### src/rtl/gcd_controller.sv
// gcd_controller: control FSM for a 16-bit subtractive GCD datapath
// Loads A and B over a valid/ready handshake, then steers A-B / B-A until equal.
module gcd_controller #(
  parameter int CNT_W    = 16,
  parameter int MAX_ITER = 65535
) (
  input  logic             clk,
  input  logic             rst_n,
  input  logic             start,
  input  logic             data_valid,
  output logic             data_ready,
  input  logic             gt,
  input  logic             lt,
  input  logic             eq,
  output logic             ldA,
  output logic             ldB,
  output logic             sel1,
  output logic             sel2,
  output logic             sel_in,
  output logic             busy,
  output logic             done,
  output logic             error,
  output logic [CNT_W-1:0] iter_count
);
  typedef enum logic [2:0] {IDLE, LOAD_A, LOAD_B, CHECK, SUB_A, SUB_B, DONE, ERR} state_t;
  localparam logic [CNT_W-1:0] MAX = CNT_W'(MAX_ITER);
  state_t r_state, w_next;
  logic [CNT_W-1:0] r_iter;
  assign iter_count = r_iter;
  always_ff @(posedge clk or negedge rst_n) begin
    if (!rst_n) begin
      r_state <= IDLE;
      r_iter  <= '0;
    end else begin
      r_state <= w_next;
      if (r_state == IDLE && start) r_iter <= '0;
      else if (r_state == SUB_A || r_state == SUB_B) r_iter <= r_iter + CNT_W'(1);
    end
  end
  // eq wins over the iteration limit so a result reached on the last step still completes
  always_comb begin
    w_next     = r_state;
    data_ready = 1'b0;
    ldA        = 1'b0;
    ldB        = 1'b0;
    sel1       = 1'b0;
    sel2       = 1'b0;
    sel_in     = 1'b0;
    done       = 1'b0;
    error      = 1'b0;
    busy       = r_state != IDLE;
    case (r_state)
      IDLE:   w_next = start ? LOAD_A : IDLE;
      LOAD_A: begin
        data_ready = 1'b1;
        sel_in     = 1'b1;
        ldA        = data_valid;
        w_next     = data_valid ? LOAD_B : LOAD_A;
      end
      LOAD_B: begin
        data_ready = 1'b1;
        sel_in     = 1'b1;
        ldB        = data_valid;
        w_next     = data_valid ? CHECK : LOAD_B;
      end
      CHECK:  w_next = eq ? DONE : (r_iter == MAX) ? ERR : gt ? SUB_A : lt ? SUB_B : CHECK;
      SUB_A: begin
        sel2   = 1'b1;
        ldA    = 1'b1;
        w_next = CHECK;
      end
      SUB_B: begin
        sel1   = 1'b1;
        ldB    = 1'b1;
        w_next = CHECK;
      end
      DONE: begin
        done   = 1'b1;
        w_next = IDLE;
      end
      ERR: begin
        error  = 1'b1;
        w_next = IDLE;
      end
      default: w_next = IDLE;
    endcase
  end
endmodule

### config.mk
export PLATFORM = sky130hd
export DESIGN_NAME = gcd_controller
export DESIGN_NICKNAME = d
export VERILOG_FILES = /design/src/rtl/gcd_controller.sv
export SDC_FILE = /design/constraint.sdc
export NUM_CORES = 1
export LEC_CHECK = 0
export CORE_MARGIN = 5
export CORE_UTILIZATION = 51
export DETAILED_ROUTE_END_ITERATION = 8
export GPL_ROUTABILITY_DRIVEN = 0
export HOLD_SLACK_MARGIN = 0.06
export PLACE_DENSITY_LB_ADDON = 0.12
export SKIP_CTS_REPAIR_TIMING = 1
export SLEW_MARGIN = 30
export SYNTH_ARGS = -nofsm -noshare
export SYNTH_HDL_FRONTEND = slang
export SYNTH_SLANG_ARGS = --single-unit
### constraint.sdc
create_clock -name clk -period 2.6 [get_ports clk]
set_input_delay 0.52 -clock clk [delete_from_list [all_inputs] [get_ports clk]]
set_output_delay 0.52 -clock clk [all_outputs]
set_load 0.005 [all_outputs]
# Word-level counts from Yosys, hierarchy flattened
# Index checks and enable logic that the tools add are counted.
# W data, S select, Z words.
# word_totals
out_inout_bits,25
regBits,19
# classes
add_sub_neg,1
mux,17
eq_ne,8
reduce_logical,8
# op_table
op,n
$mux W16,2
$pmux W3 S6,1
$add A16 B1 Y16 const B,1
$eq A16 B16 Y1 const B,1
$eq A3 B3 Y1 const B,4
$mux W3,4
$mux W1,7
$eq A3 B2 Y1 const B,2
$reduce_or A2 Y1,3
$pmux W1 S2,2
$eq A3 B1 Y1 const B,1
$logic_not A3 Y1,1
$reduce_bool A3 Y1,1
$mux W2,1
$reduce_bool A2 Y1,1
$logic_and A1 B1 Y1,1
$logic_or A1 B1 Y1,1

# Depth between registers and ports, before layout
# Gate-level depths: netlist of the first run.
# logic_depth
depth_word,5
depth_mapped,5
mapped_depth_nobuf,5

# Worst setup path before layout of the first run
# Ideal clock, no wire load.
# synth_path
kind,flip-flop to output port
from,register r_state[2]
to,output port ldA
t_arrival_ps,1163
required_ps,2080
setup_slack_ps,917
path_stages_with_launch,4
n_path_buf,1
cell_sequence,dfrtp_1 > clkbuf_1 > mux2_2 > nor2_1
# synth_via
elab_chain_cells,2
word_cells_on_any_way,3
classes_between,2 x eq/ne; 1 x mux
# synth_rtl
element,line,source
"start, declared",27,"state_t r_state, w_next;"
"start signal, assigned",35,r_state <= w_next;
$eq A3 B3 Y1 or $eq A3 B1 Y1 (tied branches),52,case (r_state)
$pmux W1 S2 (*),52,
"end, declared",15,"output logic ldA,"
# Mark *: on every way between the ends. The rest lies on a longest branch, timed or not.

# Worst setup path in the final report of the first run
# layout_path
from,input port data_valid
to,output port ldA
# layout_via
elab_chain_cells,1
# layout_rtl
element,line,source
"start, declared",10,"input logic data_valid,"
$pmux W1 S2,52,
# No other way between the ends.

==> metrics.cfg, run 1 <==
[status]
status=complete, no violations

[synthesis]
synth_top_family_by_area=simple AND/OR/NAND/NOR gates
yosys.area_share.simple_pct=30.3
synth_xor_area_share_pct=8.40
syn_inst=126
ys_async_sr_fraction_pct=100
yosysSeqAreaShare_pct=41.4
ys_ff_latch=19
synth_warnings=0
synth_top_cell_by_area=dfrtp_1
synth_flop_cell=dfrtp_1
syn_avg_cell_area_sq_um=9.11
synth_edf_count=0
syn-num-nets=134
synth_top_area_share_pct=41.4
synth.area.top_cells=dfrtp_1 41%, xor2_1 5.3%, nor2_1 5.2%, o21ai_0 3.1%, xnor2_1 3.1%
synth_compound_area_share_pct=12.5
syn_area_sq_mm=0.00115
yosysUniqueCellTypes=36
muxShareOfSynthArea_pct=1.85
synth_fa_ha_area_share_pct=1.09

[timing]
period_share_pct=96.0
setup_tns_ps=0
max_freq_mhz=401
min_period_ps=2500
maxSlewViolCount=0
grt_setup_unrepaired=no
setup_violations=0
slew_headroom_pct=58.5
hold_violations=0
tightest_slew_ps=622
fin_hold_ws_ps=542
fin_skew_ps=10.2

[grt]
antenna_found_initial=0
grt_pass1_vias=989
grt-ovfl-total=0
grt_max_degree=20
grt_pass1_wl_um=4390
grtUsageTotal_pct=16.5

[drt]
top_layer=met4
post-route-drc-count=0
wl_met1_um=1150
wl_met2_um=1220
drt_pre_antenna_iters=4
wl_met3_um=129
via_per_inst=5.65
wl_um=2510
wl_per_cell_um=13.7
first_iter_violations=19
vias=1039
ant_nets=0

[critical_path]
slowest_stage=clkdlybuf4s50_1
crit_arrival_ps=1980
cp_max_fo=3
cp_common_cell=clkdlybuf4s50_1
startpoint_type=input pin
crit_path_end_kind=output port
critPathKind=in2out
cp_cell_sequence=clkdlybuf4s50_1, nand2_1, mux2_2, nor2_1, clkdlybuf4s50_1
crit_family=buffers and inverters
crit_required_ps=2080
max_stage_delay_ps=510
path_buf_inv=2

[power]
swShare_pct=38.0
switchingPower_mw=0.469
p_leak_nw=0.610
seqPwrFrac_pct=43.7
clock_power_share_pct=12.2
combPwrFrac_pct=44.1
peakVddDrop_v=0.000512
p_int_mw=0.765
power_density_mw_per_mm2=824

[clock_tree]
htreeDepth=1
clk_latency_ps=290
clk_pin_slew_ps=120
cts_tree=yes
cts_buffers=3
clk_path_buf_depth=2
clkSinkCount=19
clock-root-buffer=clkbuf_4

[cells_and_area]
fillers=190
drive_above_1_share_pct=7.05
area_growth_pct=30.5
final_nets=165
antenna_cells=0

[die]
die_width_um=57.4
pin_count=32
fp.dieH_um=57.4
dieArea_sq_mm=0.00330
fp-row-count=17
start_util_pct=52.9
coreArea_sq_mm=0.00217

[placement]
io_buffers=31
hpwl_um=1890

[worst_hold_path]
hp-class=in2async

[flow_run]
timing.max_cap.violations=0

[flip-flops by register name (all words and copies together), names as in the netlist]
name        cells
r_state         3
iter_count     16
[cells in the mapped netlist, types with 4 or more instances]
master	count
dfrtp_1	19
and3_1	4
nor2b_1	5
o21ai_0	7
nand3_1	5
xnor2_1	4
nor2_1	16
xor2_1	7
or3_1	4
nand4_1	5
a21oi_1	6
nand2_1	7
[layout by cell type (no fill, tap or decap), types with 2 or more instances in the layout]
cell	n
clkdlybuf4s50_1	31
and4_1	2
nor4_1	2
nand4_1	5
o211ai_1	2
nand3_1	5
and3_1	4
nand2_1	7
xor2_1	7
a21oi_1	6
nor3_1	2
clkbuf_4	3
dfrtp_1	18
buf_4	2
nand4b_1	2
xnor2_1	4
nor2_1	16
or3_1	4
nor2b_1	5
nand3b_1	2
o31ai_1	2
inv_1	3
o21ai_0	7
[final cells by class]
class	instances	area, sq um	share of cell area (%)
repair buffers	33	325	21.7
clock inverters	1	5.00	0.334
well taps	28	35.0	2.34
inverters	3	11.3	0.752
flip-flops and latches	19	477	31.8
multi-input cells	97	622	41.5
clock buffers	3	22.5	1.50
[metrics by stage]
stage | setup WS [ps] | utilization [%] | instances | area (sq um) | total power, mW
2_1_floorplan | 917 | - | 126 | 1150 | 0.802
3_3_place_gp | 139 | 67.7 | 180 | 1470 | 1.08
3_5_place_dp | 105 | 67.7 | 180 | 1470 | 1.09
4_1_cts | 98.9 | 69.0 | 184 | 1500 | 1.24
5_1_grt | 5.97 | 69.0 | 184 | 1500 | 1.33
6_report | 104 | 69.0 | 184 | 1500 | 1.23
[metal layers]
metal  track usage, %  vias to the layer above
met5                0                        -
met4             4.97                        0
met3             3.62                        2
met2             28.1                       27
met1             20.8                      499
li1                 -                      511
[power groups by stage]
stage / logic, mW / clock network [mW] / registers [mW]
CTS: 0.555 / 0.152 / 0.535
global placement: 0.543 / 0 / 0.537
global route: 0.597 / 0.174 / 0.560
floorplan: 0.331 / 0 / 0.470
detailed placement: 0.552 / 0 / 0.542
finish: 0.544 / 0.151 / 0.540
[kinds of logic after synthesis]
family                     Yosys count
buffers and inverters               10
and+or+nand+nor                     62
xor gates and xnor gates            11
adders and majority gates            1
muxes                                2
DFF                                 19
AOI/OAI and AO/OA                   21
[worst paths after layout]
| kind | startpoint | end | slack, ps | depth (start not counted) |
|---|---|---|---|---|
| setup reg to reg | iter_count[0]$_DFFE_PN0P_ | r_state[0]$_DFF_PN0_ | 810 | 5 |
| hold / removal | rst_n | iter_count[3]$_DFFE_PN0P_ | 540 | 2 |
| min in group clk | iter_count[15]$_DFFE_PN0P_ | iter_count[15]$_DFFE_PN0P_ | 590 | 2 |
| hold reg to reg | iter_count[15]$_DFFE_PN0P_ | iter_count[15]$_DFFE_PN0P_ | 590 | 2 |
| max in group asynchronous | rst_n | r_state[2]$_DFF_PN0_ | 1830 | 2 |
| setup / recovery | data_valid | ldA | 100 | 5 |
Note: power is estimated with default switching activity, not from simulation.
==> run 2, diff against run 1 <==
--- a/config.mk
+++ b/config.mk
@@ -10,7 +10,7 @@
 export DETAILED_ROUTE_END_ITERATION = 8
 export GPL_ROUTABILITY_DRIVEN = 0
 export HOLD_SLACK_MARGIN = 0.06
-export PLACE_DENSITY_LB_ADDON = 0.12
+export PLACE_DENSITY = 0.84
 export SKIP_CTS_REPAIR_TIMING = 1
 export SLEW_MARGIN = 30
 export SYNTH_ARGS = -nofsm -noshare
==> metrics.cfg, run 2 (synthesized netlist as in run 1, its figures left out) <==
[status]
status=complete, no violations  ; unchanged

[power]
peakVddDrop_v=0.000838  ; was 0.000512 V
power_mw=1.24  ; was 1.23 mW
power_density_mw_per_mm2=830  ; was 824 mW/mm^2
p_leak_nw=0.608  ; was 0.610 nW

[timing]
fin_hold_ws_ps=542  ; about the same
grt_setup_unrepaired=no  ; unchanged
fin_skew_ps=9.70  ; was 10.2 ps
min_period_ps=2470  ; was 2500 ps
setup_tns_ps=0  ; unchanged
period_share_pct=95.0  ; was 96.0%
maxSlewViolCount=0  ; unchanged
hold_violations=0  ; unchanged
slew_headroom_pct=56.8  ; was 58.5%
setup_violations=0  ; unchanged
tightest_slew_ps=647  ; was 622 ps
max_freq_mhz=405  ; was 401 MHz

[cells_and_area]
final_cell_mix=31 x clkdlybuf4s50_1, 18 x dfrtp_1, 16 x nor2_1  ; unchanged
largest_register_ffs=16  ; unchanged
drive_above_1_share_pct=6.41  ; was 7.05%
fillers=179  ; was 190
final_nets=165  ; unchanged
register_area_sq_um=477  ; unchanged
stdcell_area_sq_mm=0.00150  ; about the same
multi_input_area_sq_um=622  ; unchanged
layout_commonest_cell=clkdlybuf4s50_1  ; unchanged
area_growth_pct=30.4  ; was 30.5%
antenna_cells=0  ; unchanged

[drt]
vias=1023  ; was 1039
ant_nets=0  ; unchanged
via_per_inst=5.56  ; was 5.65
post-route-drc-count=0  ; unchanged
drt_pre_antenna_iters=4  ; unchanged
wl_um=2660  ; was 2510 um
wl_per_cell_um=14.5  ; was 13.7 um
first_iter_violations=22  ; was 19

[critical_path]
rr_startpoint=iter_count[0]$_DFFE_PN0P_  ; unchanged
r2r-end=r_state[0]$_DFF_PN0_  ; unchanged
crit_required_ps=2080  ; about the same
startpoint_type=input pin  ; unchanged
crit_path_end_kind=output port  ; unchanged
cp_max_fo=3  ; unchanged
crit_arrival_ps=1950  ; was 1980 ps
worst-r2r-setup-slack_ps=720  ; was 810 ps
reg2regPathDepth=5  ; unchanged
critPathKind=in2out  ; unchanged

[grt]
grt-ovfl-total=0  ; unchanged
grtUsageTotal_pct=17.4  ; was 16.5%
grt_pass1_wl_um=4570  ; was 4390 um
grt_max_degree=20  ; unchanged
antenna_found_initial=0  ; unchanged
grt_pass1_vias=1001  ; was 989

[clock_tree]
clkSinkCount=19  ; unchanged
clk_pin_slew_ps=110  ; was 120 ps
clk_path_buf_depth=2  ; unchanged
cts_tree=yes  ; unchanged
htreeDepth=1  ; unchanged
clock-root-buffer=clkbuf_4  ; unchanged
clk_latency_ps=290  ; about the same
cts_buffers=3  ; unchanged

[worst_hold_path]
hp-class=in2async  ; unchanged

[die]
coreArea_sq_mm=0.00217  ; unchanged
pin_count=32  ; unchanged
fp-row-count=17  ; unchanged
start_util_pct=52.9  ; unchanged
die_width_um=57.4  ; unchanged
dieArea_sq_mm=0.00330  ; unchanged
fp.dieH_um=57.4  ; unchanged

[placement]
placed_cell_area_sq_mm=0.00147  ; unchanged
io_buffers=31  ; unchanged
hpwl_um=2000  ; was 1890 um

[flow_run]
timing.max_cap.violations=0  ; unchanged

[run 2: changes by cell type in the layout (fill, tap and decap cells not counted), sizes merged]
cell | previous run | this run
clkbuf | 3 | 4
clkinv | 1 | 0
[run 2: worst max-delay path: stages]
cell and delay (ps):
clkdlybuf4s50_1 490, nand2_1 80, mux2_2 270, nor2_1 80, clkdlybuf4s50_1 510
[run 2: per-layer routing]
layer  GRT usage, %  wire length [um]
met5              0                 0
met4           2.65                 0
met3           5.88               138
met2           28.2              1260
met1           22.8              1260
[run 2: worst max path at each step]
stage | end | from | cells past startpoint | slack (ps)
2_1_floorplan | ldA | r_state[2]$_DFF_PN0_ | 3 | 920
3_3_place_gp | ldA | data_valid | 5 | 140
3_5_place_dp | ldA | data_valid | 5 | 130
4_1_cts | ldB | r_state[2]$_DFF_PN0_ | 4 | 100
5_1_grt | ldA | data_valid | 5 | 40
6_report | ldA | data_valid | 5 | 130
[run 2: area by class of cell]
| cell class | count | area share, % |
|---|---|---|
| timing repair buffer | 33 | 21.7 |
| multi-input combinational | 97 | 41.6 |
| clock buffer | 4 | 1.76 |
| inverter | 3 | 0.753 |
| sequential | 19 | 31.9 |
| tap | 28 | 2.34 |
[run 2: power by group]
group | total (mW) | internal (mW) | leakage, nW | switching [mW]
Sequential | 0.544 | 0.370 | 0.254 | 0.174
Combinational | 0.553 | 0.338 | 0.339 | 0.215
Clock | 0.146 | 0.0597 | 0.0150 | 0.0859
[run 2: through the flow]
step	setup WS, ps	utilization [%]	instances
3_5_place_dp	130	67.7	180
5_1_grt	42.0	69.0	184
4_1_cts	101	68.9	184
2_1_floorplan	917	-	126
6_report	131	69.0	184
3_3_place_gp	139	67.7	180
